File: config.mk
export PLATFORM = sky130hd
export DESIGN_NAME = r_burst_arbiter
export DESIGN_NICKNAME = d
export VERILOG_FILES = /design/src/rtl/r_burst_arbiter_pkg.sv /design/src/rtl/r_burst_arbiter_skid.sv /design/src/rtl/r_burst_arbiter.sv
export SDC_FILE = /design/constraint.sdc
export NUM_CORES = 1
export LEC_CHECK = 0
export BUFFER_PORTS_ARGS = -buffer_cell sky130_fd_sc_hd__buf_2
export CORE_AREA = 2 2 156 158
export CTS_CLUSTER_SIZE = 16
export DETAILED_ROUTE_END_ITERATION = 16
export DIE_AREA = 0 0 158 160
export PLACE_DENSITY = 0.74
export REMOVE_ABC_BUFFERS = 1
export SLEW_MARGIN = 10
export SYNTH_ARGS = -nofsm -noshare
export SYNTH_HDL_FRONTEND = slang
export SYNTH_SLANG_ARGS = --single-unit
File: constraint.sdc
create_clock -name clk -period 5.1 [get_ports clk]
set_input_delay 1.02 -clock clk [delete_from_list [all_inputs] [get_ports clk]]
set_output_delay 1.02 -clock clk [all_outputs]
set_load 0.005 [all_outputs]
File: src/rtl/r_burst_arbiter_pkg.sv
// Shared definitions for the R-channel burst arbiter: FSM states, payload layout
// and the modulo helper used by the round-robin search.
package r_burst_arbiter_pkg;

  typedef enum logic {
    ST_IDLE   = 1'b0,
    ST_LOCKED = 1'b1
  } arb_state_t;

  localparam int R_PAYLOAD_W = 77;
  localparam int RLAST_BIT   = 0;

  // Requester index reached by stepping 'step' slots past 'base', wrapping at 'n'.
  function automatic int wrap_index(input int base, input int step, input int n);
    return (base + step) % n;
  endfunction

endpackage

File: src/rtl/r_burst_arbiter_skid.sv
// Two-entry FIFO skid buffer: registered full/empty flags, head always presented.
module r_skid_buffer #(
  parameter int DATA_W = 77
) (
  input  logic              clk,
  input  logic              reset,
  input  logic [DATA_W-1:0] in_data,
  input  logic              in_valid,
  output logic              in_ready,
  output logic [DATA_W-1:0] out_data,
  output logic              out_valid,
  input  logic              out_ready
);

  logic [DATA_W-1:0] mem [2];
  logic              rd_ptr;
  logic              wr_ptr;
  logic [1:0]        count;
  logic              push;
  logic              pop;

  // Ready comes only from the registered count, so a pop never re-opens the input the same cycle.
  assign in_ready  = (count != 2'd2);
  assign out_valid = (count != 2'd0);
  assign out_data  = mem[rd_ptr];
  assign push      = in_valid & in_ready;
  assign pop       = out_valid & out_ready;

  always_ff @(posedge clk) begin
    if (reset) begin
      mem[0] <= '0;
      mem[1] <= '0;
      rd_ptr <= 1'b0;
      wr_ptr <= 1'b0;
      count  <= 2'd0;
    end else begin
      if (push) begin
        mem[wr_ptr] <= in_data;
        wr_ptr      <= ~wr_ptr;
      end
      if (pop) begin
        rd_ptr <= ~rd_ptr;
      end
      case ({push, pop})
        2'b10:   count <= count + 2'd1;
        2'b01:   count <= count - 2'd1;
        default: count <= count;
      endcase
    end
  end

endmodule

File: src/rtl/r_burst_arbiter.sv
// Burst-locked round-robin arbiter for AXI4 R beats; a grant is held until the
// RLAST beat is accepted, and beats leave through a 2-entry skid buffer.
module r_burst_arbiter
  import r_burst_arbiter_pkg::*;
#(
  parameter int NUM_SLV  = 4,
  parameter int DATA_W   = R_PAYLOAD_W,
  parameter int LAST_BIT = RLAST_BIT
) (
  input  logic                      clk,
  input  logic                      reset,
  input  logic [NUM_SLV*DATA_W-1:0] s_data,
  input  logic [NUM_SLV-1:0]        s_valid,
  output logic [NUM_SLV-1:0]        s_ready,
  output logic [DATA_W-1:0]         m_data,
  output logic                      m_valid,
  input  logic                      m_ready,
  output logic [NUM_SLV-1:0]        grant,
  output logic                      busy
);

  localparam int IDX_W = $clog2(NUM_SLV);

  arb_state_t        state;
  logic [IDX_W-1:0]  ptr;
  logic [IDX_W-1:0]  owner;
  logic [IDX_W-1:0]  winner;
  logic [IDX_W-1:0]  idx;
  logic              found;
  logic [DATA_W-1:0] owner_data;
  logic              owner_valid;
  logic              owner_last;
  logic              skid_in_ready;
  logic              accept;

  // First requesting slot after the last burst owner, wrapping to slot 0.
  always_comb begin
    winner = ptr;
    found  = 1'b0;
    idx    = '0;
    for (int i = 1; i <= NUM_SLV; i++) begin
      idx = IDX_W'(wrap_index(int'(ptr), i, NUM_SLV));
      if (!found && s_valid[idx]) begin
        winner = idx;
        found  = 1'b1;
      end
    end
  end

  always_comb begin
    s_ready = '0;
    if (state == ST_LOCKED) begin
      s_ready[owner] = skid_in_ready;
    end
  end

  assign owner_data  = s_data[owner*DATA_W +: DATA_W];
  assign owner_valid = (state == ST_LOCKED) & s_valid[owner];
  assign owner_last  = owner_data[LAST_BIT];
  assign accept      = owner_valid & skid_in_ready;
  assign busy        = (state == ST_LOCKED) | m_valid;

  always_ff @(posedge clk) begin
    if (reset) begin
      state <= ST_IDLE;
      grant <= '0;
      owner <= '0;
      ptr   <= IDX_W'(NUM_SLV - 1);
    end else begin
      case (state)
        ST_IDLE: begin
          if (|s_valid) begin
            state <= ST_LOCKED;
            owner <= winner;
            grant <= NUM_SLV'(1) << winner;
          end
        end
        ST_LOCKED: begin
          if (accept && owner_last) begin
            state <= ST_IDLE;
            grant <= '0;
            ptr   <= owner;
          end
        end
        default: begin
          state <= ST_IDLE;
          grant <= '0;
        end
      endcase
    end
  end

  r_skid_buffer #(
    .DATA_W(DATA_W)
  ) u_skid (
    .clk      (clk),
    .reset    (reset),
    .in_data  (owner_data),
    .in_valid (owner_valid),
    .in_ready (skid_in_ready),
    .out_data (m_data),
    .out_valid(m_valid),
    .out_ready(m_ready)
  );

endmodule

==> impl.org, run 1 <==
** GRT
- Via count of the first global-routing pass :: around 7000
- Number of antenna violations at the first check in global routing :: 2
- The first global-routing pass estimated 34900 µm of wire.
- Global routing usage summed across all routing layers :: 0.181
- Pin count of the biggest net entering global routing :: just under 80
- Overflow after GRT :: 0

** Power and ir drop
- For this design the total switching power over the nets is about 1300 µW.
- Total leakage power :: slightly below 0.005 µW
- The internal power of the cells totals between 3000 and 4000 µW.
- Clock network fraction of design power :: 0.278
- Peak supply drop :: 0.000218 V
- The share of total power dissipated in sequential elements is 0.424.
- Final Total Pwr :: approximately 4400 µW
- Switch share :: 0.286
- Logic gate share of total power :: 0.297
- Power Dens Cells :: between 300 and 400 nW/µm²

** Yosys
- Of the total synthesized cell area, the portion taken by AND, OR, NAND and NOR gates is 0.134.
- Count of unique library cells instantiated by Yosys :: just over 40
- In the synthesized netlist the async set-or-reset flop fraction comes to 0.
- Post-synthesis share of cell area spent on full adders, half adders and majority gates :: 0.00137
- In this run the cell area of the synthesized design comes to around 9000 µm².
- Most used flip-flop cell after synthesis :: edfxtp_1
- Count of mapped cells out of synthesis :: 592
- Compound-cell area share of the yosys netlist :: 0.0148
- The average instance in the mapped netlist occupies ~15 µm².
- The Yosys step of the flow raised 0 warnings.
- Number of enable flip-flop cells after synthesis :: around 150
- Number of register bits inferred by synthesis :: 168
- Proportion of synthesized chip area in sequential cells :: 0.536
- Mux cell area share after synthesis :: 0.287
- Synthesized-area fraction occupied by xor and xnor cells :: 0.00383
- By area, the combinational part of the netlist is dominated by multiplexers.

** Timing
- WHS :: 0.513 ns
- The count of final max-slew check failures was 0.
- Setup repair after global routing left no endpoint under its margin.
- Timing would allow up to around 0.31 GHz.
- Tightest Pin Transition :: between 1 and 1.5 ns
- Clock tree skew after final layout :: about 0.013 ns
- Final setup vio count :: 0
- Relative slew slack :: 0.239
- Dividing the final minimum period by the clock period gives 0.627.
- The hold violation total from the final report was 0.
- Min cycle time layout :: between 3 and 4 ns

** Clock network
- Counting the buffers created by CTS gives 17.
- Number of gates resized after CTS :: 0
- The clock drives 168 sinks.
- Hold repair after CTS inserted 0 buffers.
- The H-tree generated during clock tree synthesis spans 4 levels.
- Once the clock tree was built, the setup fixing pass inserted 0 buffers.
- Insertion delay to the later sink of the worst-skew pair :: between 0.4 and 0.5 ns
- The clock passes through at most 2 buffers.
- CTS placed an instance of clkbuf_16 at the clock tree root.
- Clock slew at reported path FFs :: 0.07 ns
- TritonCTS clock tree :: built

** Worst hold path
- The worst hold path passes through 2 cells.
- The min-delay analysis places its worst path in the category register to register.

** Routing
- Dividing the detail-routed wire length by the instance count gives about 18 µm.
- Vias after detailed routing :: approximately 6600
- In this run the remaining antenna-violating nets after routing total 0.
- After detailed routing, the number of remaining DRC violations is 0.
- Initial DRT Pass Iterations :: 4
- After detailed routing, the total wire length is 23100 µm.
- Average via count per standard cell :: slightly above 5
- The detailed router finished its first iteration with between 300 and 400 violations.

** Critical path
- Counting both buffers and inverters, the worst setup path holds a total of 1.
- Crit path launch type :: register
- The slowest stage of the critical path is the dfxtp_4 cell.
- Kind of end point of the critical path :: output pin
- Worst path required time :: around 4 ns
- Grouping stages by cell kind, the critical path spends the most delay in flip-flops.
- Maximum net fanout on the critical path :: 77
- WS Path Type :: register to output pin
- For the worst setup path, the data arrival time is around 2.2 ns.
- Crit-path max cell delay :: 1.01 ns
- Counting buffers and inverters, the worst setup path is 2 cells deep.
- For the worst flop-to-flop path, the logic depth is 4.
- Cell chain of the critical path :: mux2_2 > buf_2

** Floorplan
- The floorplan step set the die width to about 160 µm.
- Ports :: between 400 and 500
- The floorplan step defined a core boundary enclosing between 20000 and 25000 µm².
- Vertical die dimension :: roughly 160 µm
- Row count :: 57
- Die area :: 25300 µm²
- Starting density of the core :: 0.384

** Place
- At the end of routability-driven placement, the weighted congestion stood at 0.805.
- Detailed placement finished with a half-perimeter wire length of between 15000 and 20000 µm.
- The count of buffers added on input and output ports is about 400.

** Cells and area
- The net count of the finished layout is about 1300.
- Layout Area Growth over Synthesis :: 31.3%
- Fraction of layout cells with a size suffix above 1 :: 0.621

** Outcome
- The run finished with clean final reports.

** Job
- Total of max-cap violations :: 0
power groups by stage:
stage | sequential [µW] | clock, µW | combinational, µW
final | 1870 | 1220 | 1310
after global routing | 1900 | 1310 | 1430
after CTS | 1870 | 1250 | 1340
after detailed placement | 1900 | 0 | 1330
after global placement | 1890 | 0 | 1310
after floorplan | 1920 | 0 | 788
sequential cells by signal (all words and copies together), names as in the netlist, named ones only:
name           count
u_skid.mem       154
grant              4
owner              2
ptr                2
u_skid.count       2
state              1
u_skid.rd_ptr      1
u_skid.wr_ptr      1
cells by family after synthesis:
family	after synthesis
simple gates	195
flops	168
mux	155
buf+inv	49
compound gates	20
xor+xnor	4
fa+ha+maj	1
layout make-up:
type | instances | area, µm²
inverters | 3 | 11.3
fillers | 2163 | 11800
clock inverters | 12 | 119
clock buffers | 20 | 437
repair buffers | 408 | 2060
multi-input cells | 375 | 4060
diodes | 2 | 5.00
flip-flops and latches | 168 | 4920
well taps | 324 | 405
layout by cell type, fill, tap and decap left out, types with 7 or more instances in the layout:
master,n
buf_2,401
edfxtp_1,154
and2_1,78
mux4_2,78
mux2_2,77
nor2b_1,69
clkbuf_16,17
nor2_1,12
dfxtp_1,11
nor2b_2,10
buf_4,7
tightest hold or removal path: cells and delay by family, from the launching register on:
family / cells / cell delay [ns]
compound gates: 2 / 0.14
flops: 1 / 0.34
worst paths after layout:
kind | endpoint | start | slack (ns)
min | u_skid.count[1]$_SDFFE_PP0P_ | u_skid.count[1]$_SDFFE_PP0P_ | 0.51
max reg2reg | u_skid.mem[1][33]$_SDFFCE_PN0P_ | owner[1]$_SDFFE_PP0P_ | 2.23
max | m_data[58] | register | 1.90
min reg2reg | u_skid.count[1]$_SDFFE_PP0P_ | u_skid.count[1]$_SDFFE_PP0P_ | 0.51
metal layers:
layer  up-vias  routed length, µm  part of all wire  GRT usage
met1      3262               8860              0.38      0.205
li1       3045                  -                 -          -
met2       275              12000              0.52      0.326
met4         0                408             0.018     0.0524
met3        32               1800             0.078     0.0554
met5         -                  0                 0          0
metrics by stage:
stage	instances	instance area (µm²)	TNS, ns	setup slack (ns)	utilization
after floorplan	546	8950	-450.13	-3.11	-
after global placement	1278	11400	0	1.81	0.481
after detailed placement	1278	11400	0	1.77	0.481
after CTS	1310	12000	0	1.87	0.504
after global routing	1310	12000	0	1.79	0.504
final	1312	12000	0	1.90	0.504
synthesized netlist by cell type (2+ instances only):
cell | count | area (µm²)
a21oi_1 | 4 | 20.0
and2_1 | 78 | 488
buf_1 | 12 | 45.0
buf_6 | 3 | 33.8
clkbuf_1 | 28 | 105
clkbuf_2 | 2 | 10.0
dfxtp_1 | 14 | 280
edfxtp_1 | 154 | 4620
inv_1 | 3 | 11.3
mux2_2 | 77 | 867
mux4_2 | 78 | 1760
nand2_1 | 3 | 11.3
nand2b_1 | 3 | 18.8
nand4b_1 | 4 | 35.0
nor2_1 | 12 | 45.0
nor2b_1 | 69 | 432
nor2b_2 | 10 | 87.6
nor3_1 | 4 | 20.0
o21ai_0 | 4 | 20.0
o31ai_1 | 4 | 30.0
or2_2 | 2 | 12.5
or3_1 | 3 | 18.8
xnor2_1 | 2 | 17.5
xor2_1 | 2 | 17.5
(Power assumes the default switching activity.)
==> run 2, diff against run 1 <==
- CORE_AREA: 2 2 156 158 -> 2 2 154 156
- DIE_AREA: 0 0 158 160 -> 0 0 156 158
- PLACE_DENSITY: 0.74 -> 0.73
- clock period: 5.1 -> 3.1 ns (I/O delays scaled with it)
==> run 2 against run 1 <==
Compared with the run above: critical path depth increased by 1; sequential power grew 57%; critical endpoint is now m_data[19]; routed wire length decreased by 3.0%; critical path type unchanged; sequential share of layout area decreased by 0.24 points.
==> impl.org, run 2 (same netlist as run 1, synthesis figures left out) <==
** Outcome
- Run status :: finished clean

** Clock network
- Buffers added to address setup during post-CTS repair amount to 0.
- Clock tree synthesis inserted a total of 17 buffers.
- The clock tree synthesis step divided the H-tree into 4 levels.
- Number of buffers added to fix hold violations after cts :: 0
- TritonCTS built the clock tree.
- Clk sink count :: approximately 170
- Once the clock tree was built, the resizer swapped 0 gates to a different size.
- Clock slew at reported path FFs :: ~0.07 ns
- CTS Buffer Depth :: 2
- Cell at the root of the clock tree :: clkbuf_16
- The later pin in the worst-skew pair is clocked with a latency of just over 0.4 ns.

** Critical path
- STA classifies the critical path endpoint as an output pin.
- Worst reg2reg path depth :: 5
- Timing endpoint of the critical path :: m_data[19]
- Crit path launch type :: register
- Worst path required time :: around 2.5 ns
- STA puts the critical path data arrival time at 1.77 ns.
- The worst setup path is of the register to output pin kind.
- Worst reg2reg path startpoint :: owner[0]$_SDFFE_PP0P_
- Along the worst path, the maximum fanout reaches 31.
- The worst register-to-register path has a setup slack of roughly 0.9 ns.
- Critical register-to-register path endpoint :: u_skid.mem[1][7]$_SDFFCE_PN0P_

** Routing
- Detail-routed net length per standard cell :: about 18 µm
- Summed over all layers, the routed wires come to approximately 22000 µm.
- The first routing iteration left 240 violations.
- The final route contains approximately 6500 vias.
- Number of nets with antenna violations after routing :: 0
- Average via count per standard cell :: just over 5
- The pre-antenna-repair detailed-routing pass consisted of 6 iterations.
- DRC :: 0

** Cells and area
- Most common cell after layout, fill and taps aside :: buf_2
- Antenna Diode Count :: 0
- Flip-flop count of the largest register after layout :: around 150
- Finished layout cell area :: roughly 12000 µm²
- Largest Register :: u_skid.mem
- Top library cells by usage in the layout, fill and taps aside :: buf_2, edfxtp_1, and2_1, mux4_2, mux2_2
- Net count of the finished layout :: approximately 1300
- Layout Area Growth over Synthesis :: 32.0%
- Largest registers in the final layout :: u_skid.mem: 154 flops, grant: 4 flops
- Fraction of layout cells with a size suffix above 1 :: 0.625

** GRT
- Global routing usage summed across all routing layers :: 0.179
- The number of global-route vias before repair was about 6700.
- Entering global routing, the biggest net connects 48 pins.
- The initial antenna violation count is 2.
- The first global-routing pass estimated 33700 µm of wire.
- Global routing finished with a remaining overflow of 0.

** Timing
- Period utilisation layout :: 0.771
- Setup repair after global routing left no endpoint under its margin.
- The hold violation total from the final report was 0.
- The worst path in the final design needs a cycle of roughly 2.4 ns, including I/O delays and setup.
- Number of pins with negative max-slew slack in the final report :: 0
- Setup slack on the critical path of the routed design comes to around 0.71 ns.
- Clock tree skew after final layout :: between 0.007 and 0.008 ns
- Final setup vio count :: 0
- Tightest Pin Transition :: approximately 0.67 ns
- Timing would allow up to 0.419 GHz.
- Relative slew slack :: 0.554

** Place
- Half-perimeter wire length of the detailed placement result :: between 15000 and 20000 µm
- The congestion estimate from routability-driven global placement came to 0.777.
- Prior to clock tree synthesis, the placed netlist has a worst setup slack of 0.618 ns.
- In this run the tool buffered the top-level ports with between 400 and 500 buffer cells.
- Total placed instance area :: between 10000 and 15000 µm²

** Floorplan
- After floorplanning, the core was sized to cover roughly 23000 µm².
- Die X-Extent :: between 150 and 200 µm
- The floorplan step set the die height to between 150 and 200 µm.
- Ports :: between 400 and 500
- For this configuration, the core starts out at a cell density of 0.397.
- Die area :: 24600 µm²
- The floorplan has between 50 and 60 rows.

** Worst hold path
- Startpoint of the worst hold path :: grant[1]$_SDFFE_PP0P_
- Class of the tightest hold or removal check :: register to register

** Job
- Across the run, the number of max-cap violations was 0.

** Power and ir drop
- Total leakage power :: between 0.004 and 0.005 µW
- Peak supply drop :: 0.000435 V
- For this design the ratio of total power to cell area is slightly above 600 nW/µm².
==> run 2: cell types whose count changed in the layout (fill, tap and decap cells not counted) <==
cell	before	now
clkinv_2	1	0
buf_12	0	4
bufinv_16	1	2
clkinvlp_4	3	4
clkbuf_1	3	1
diode_2	2	0
clkinv_4	3	2
buf_4	7	10
==> run 2: metal layers <==
layer / up-vias / share of wire / track usage
li1: 3047 / - / -
met1: 3158 / 0.38 / 0.197
met2: 255 / 0.54 / 0.340
met3: 20 / 0.071 / 0.0430
met4: 4 / 0.011 / 0.0537
met5: - / 0.0012 / 0
==> run 2: worst min path at each step <==
stage | end | slack (ns) | depth (start not counted)
5_1_grt | grant[1]$_SDFFE_PP0P_ | 0.55 | 2
4_1_cts | grant[1]$_SDFFE_PP0P_ | 0.51 | 2
2_1_floorplan | u_skid.count[1]$_SDFFE_PP0P_ | 0.47 | 2
6_report | grant[1]$_SDFFE_PP0P_ | 0.52 | 2
3_3_place_gp | grant[1]$_SDFFE_PP0P_ | 0.49 | 2
3_5_place_dp | register | 0.50 | 2
==> run 2: worst max-delay path: stages (launching register included) <==
cell	delay, ns
dfxtp_4	0.39
buf_4	0.39
mux2_2	0.42
buf_2	0.13
==> run 2: metrics by stage <==
stage | cells | power (µW) | TNS [ns] | util | hold slack, ns
after global placement | 1251 | 5290 | 0 | 0.499 | 0.492
after global routing | 1281 | 7700 | 0 | 0.524 | 0.551
after CTS | 1281 | 7430 | 0 | 0.524 | 0.513
after floorplan | 546 | 4460 | -1086.68 | - | 0.469
after detailed placement | 1251 | 5330 | 0 | 0.499 | 0.499
final | 1281 | 7320 | 0 | 0.524 | 0.517
==> run 2: final cells by class <==
class / instances / area [µm²]
Clock buffer: 18 / 429
Fill cell: 2016 / 11000
Timing Repair Buffer: 415 / 2160
Tap cell: 290 / 363
Sequential cell: 168 / 4920
Multi-Input combinational cell: 375 / 4060
Clock inverter: 12 / 143
Inverter: 3 / 11.3
==> run 2: where the power goes <==
| part | total [µW] | switching [µW] | leakage, µW | internal (µW) |
|---|---|---|---|---|
| Sequential | 2940 | 117 | 0.00173 | 2820 |
| Clock | 2070 | 884 | 0.000266 | 1190 |
| Combinational | 2310 | 1040 | 0.00301 | 1270 |
| Total | 7320 | 2040 | 0.00500 | 5280 |
==> run 3, diff against run 2 <==
- clock period: 3.1 -> 2.4 ns (I/O delays scaled with it)
==> run 3 against run 2 <==
Compared with the run above: sequential power rose by 30%; first-iteration DRC count fell by 5.4%; register-to-register slack got worse by 0.57 ns; clock skew decreased by 0.0011 ns; cell count up 0.39%; total power is 28% higher; count of clock-buffer cells in the layout is 1 higher; largest cell class unchanged; final area increased by 0.30%; routed wire length up 0.99%; setup slack worse by 0.58 ns.
==> impl.org, run 3 (same netlist as run 1, synthesis figures left out) <==
** GRT
- Entering global routing, the biggest net connects 83 pins.
- The initial antenna violation count is 2.
- The first global-routing pass estimated around 34000 µm of wire.
- Via count of the first global-routing pass :: roughly 6800
- Global routing finished with a remaining overflow of 0.
- Across every metal layer, demand over resource in global routing totals 0.181.

** Routing
- Number of nets with antenna violations after routing :: 0
- Total Wirelength :: around 23000 µm
- The first detailed-routing pass ran for 4 iterations.
- For this block, the initial DRC count from the detailed router was between 200 and 250.
- Average via count per standard cell :: 5.14
- Vias after detailed routing :: roughly 6600
- Detail-routed net length per standard cell :: between 15 and 20 µm
- DRC :: 0

** Floorplan
- Starting density of the core :: 0.397
- Vertical die dimension :: approximately 160 µm
- Row count :: 56
- 402 I/O pins were placed.
- Die area :: between 20000 and 25000 µm²
- Die X-Extent :: roughly 160 µm
- The floorplan step defined a core boundary enclosing about 23000 µm².

** Power and ir drop
- Cell Int Power :: 6670 µW
- The share of total power dissipated in combinational logic is 0.320.
- Power Dens Cells :: 772 nW/µm²
- Peak supply drop :: 0.000605 V
- Total leakage power :: 0.00503 µW
- Of the total power, the share spent switching nets is 0.288.
- Switching power of the nets :: approximately 2700 µW
- Of the total power, the clock network draws 0.273.
- The share of total power dissipated in sequential elements is 0.407.

** Clock network
- Clk sink count :: about 170
- H-tree depth reported by CTS :: 4
- Gates resized during post-CTS repair numbered 0.
- Total CTS buffers :: 17
- Number of buffers added to fix hold violations after cts :: 0
- The longest clock path from root to sink contains 2 buffers.
- TritonCTS clock tree :: built
- In this run the post-CTS setup repair buffer count came out at 0.
- The later pin in the worst-skew pair is clocked with a latency of about 0.41 ns.
- Clock-pin slew was measured on the worst setup and hold paths at ~0.060 ns.
- Clock tree synthesis selected as its root buffer the cell clkbuf_16.

** Timing
- For this run, the top clock speed supported by timing is ~0.44 GHz.
- The count of final max-slew check failures came to 0.
- Hold Fails Final Rpt :: 0
- Setup repair after global routing missed its margin :: no
- Final setup vio count :: 0
- Min cycle time layout :: around 2.3 ns
- Clock tree skew after final layout :: 0.00633 ns
- Relative slew slack :: 0.616
- Setup total negative slack on the finished layout was measured at 0 ns.
- Period utilisation layout :: 0.944
- WHS :: slightly above 0.5 ns
- For the pin with the worst max-slew slack, the measured transition is 0.577 ns.

** Cells and area
- Finished Core Util :: 0.526
- Net count of the finished layout :: 1299
- The area growth from synthesis to layout is 32.4%.
- In the final layout, the multi-input gates occupy 4060 µm².
- Counting flops per register, the top entry is u_skid.mem.
- The library cell used most frequently in the layout, excluding fill and tap cells, is buf_2.
- Count of placed standard cells in the final layout, fillers left out :: ~1300
- Once layout is done, the placed cells without fillers occupy 12100 µm².
- Fill cells in the final layout number 1991.
- The largest registers in the layout are u_skid.mem: 154 flops, grant: 4 flops.
- In the final layout, the share of cells above drive strength 1 is 0.625.
- Summing all flip-flop and latch instances after layout gives 4920 µm².
- Flip-flop count of the largest register after layout :: 154
- The top cell types in the final layout, fill and taps aside, are buf_2, edfxtp_1, and2_1, mux4_2, mux2_2.

** Critical path
- Cell chain of the critical path :: buf_12 > mux2_2 > buf_2
- The critical path is of the register to output pin type.
- Setup slack on the worst reg-to-reg path comes out at about 0.33 ns.
- Largest delay share family, worst path :: flip-flops
- The worst register-to-register path begins at owner[0]$_SDFFE_PP0P_.
- Crit path launch type :: register
- In this run the critical register-to-register path is captured at u_skid.count[1]$_SDFFE_PP0P_.
- Standard cell with the maximum stage delay on the critical path :: dfxtp_4
- Worst reg2reg path depth :: 6
- Critical path data arrival time :: ~1.8 ns
- Path length in cells of the critical path :: 3
- The number of buffers and inverters on the critical path is 2.
- Following the worst setup path forward leads to its endpoint at m_data[72].
- Worst path required time :: 1.92 ns
- For this run, the slowest stage of the critical path takes roughly 0.53 ns.
- STA classifies the critical path endpoint as an output pin.
- Maximum net fanout on the critical path :: 39

** Place
- At the end of routability-driven placement, the weighted congestion stood at just under 0.8.
- Total placed instance area :: roughly 12000 µm²
- Detailed placement finished with a half-perimeter wire length of approximately 16000 µm.
- Including well taps, the total number of placed cells is approximately 1300.
- Buffers added on ports :: between 400 and 500

** Outcome
- The flow ran to the end, and the final reports show no timing, DRC or antenna violations.

** Worst hold path
- Class of the tightest hold or removal check :: input pin to register

** Job
- Across the run, the number of max-cap violations was 0.
## run 3: cell types whose count changed in the layout (fill, tap and decap cells not counted), sizes merged
cell | before | now
clkinv | 2 | 5
inv | 7 | 10
clkinvlp | 4 | 0
diode | 0 | 1
bufinv | 2 | 0
clkbuf | 18 | 19
buf | 415 | 418
## run 3: per-layer routing
layer	vias up	track usage	share of wire
li1	3057	-	-
met1	3263	0.205	0.39
met2	261	0.332	0.53
met3	26	0.0498	0.071
met4	2	0.0555	0.016
met5	-	0	0.00057
## run 3: cell type report
class / count / share of cell area
sequential: 168 / 0.406
multi-input combinational: 375 / 0.335
timing repair buffer: 418 / 0.183
clock buffer: 19 / 0.0357
tap: 290 / 0.0299
clock inverter: 12 / 0.00929
inverter: 3 / 0.000929
antenna: 1 / 0.000207
## run 3: power groups by stage
stage	registers (µW)	clock network [µW]	logic [µW]
global route	3860	2730	3260
global placement	3860	0	3000
finish	3810	2550	2990
detailed placement	3880	0	3040
CTS	3820	2620	3060
floorplan	4080	0	1670
## run 3: worst register-to-register path: stages, from the launching register on
cell     delay (ns)
dfxtp_4        0.42
mux4_2         0.55
nand3_2        0.10
buf_4          0.15
ha_1           0.27
or3_1          0.37
a21oi_1        0.14
## run 3: worst min path at each step
stage                     cells past startpoint                      endpoint                          from
after floorplan                               2  u_skid.count[1]$_SDFFE_PP0P_  u_skid.count[1]$_SDFFE_PP0P_
after global placement                        2         grant[1]$_SDFFE_PP0P_         grant[1]$_SDFFE_PP0P_
after detailed placement                      2         grant[0]$_SDFFE_PP0P_         grant[0]$_SDFFE_PP0P_
after CTS                                     3         owner[1]$_SDFFE_PP0P_                         reset
after global routing                          3  u_skid.count[1]$_SDFFE_PP0P_                         reset
final                                         3         owner[1]$_SDFFE_PP0P_                         reset
## run 3: through the flow
| step | total power, µW | setup slack (ns) |
|---|---|---|
| 2_1_floorplan | 5760 | -5.81 |
| 3_3_place_gp | 6860 | 0.242 |
| 3_5_place_dp | 6920 | 0.186 |
| 4_1_cts | 9490 | 0.0705 |
| 5_1_grt | 9850 | 0.0267 |
| 6_report | 9360 | 0.133 |
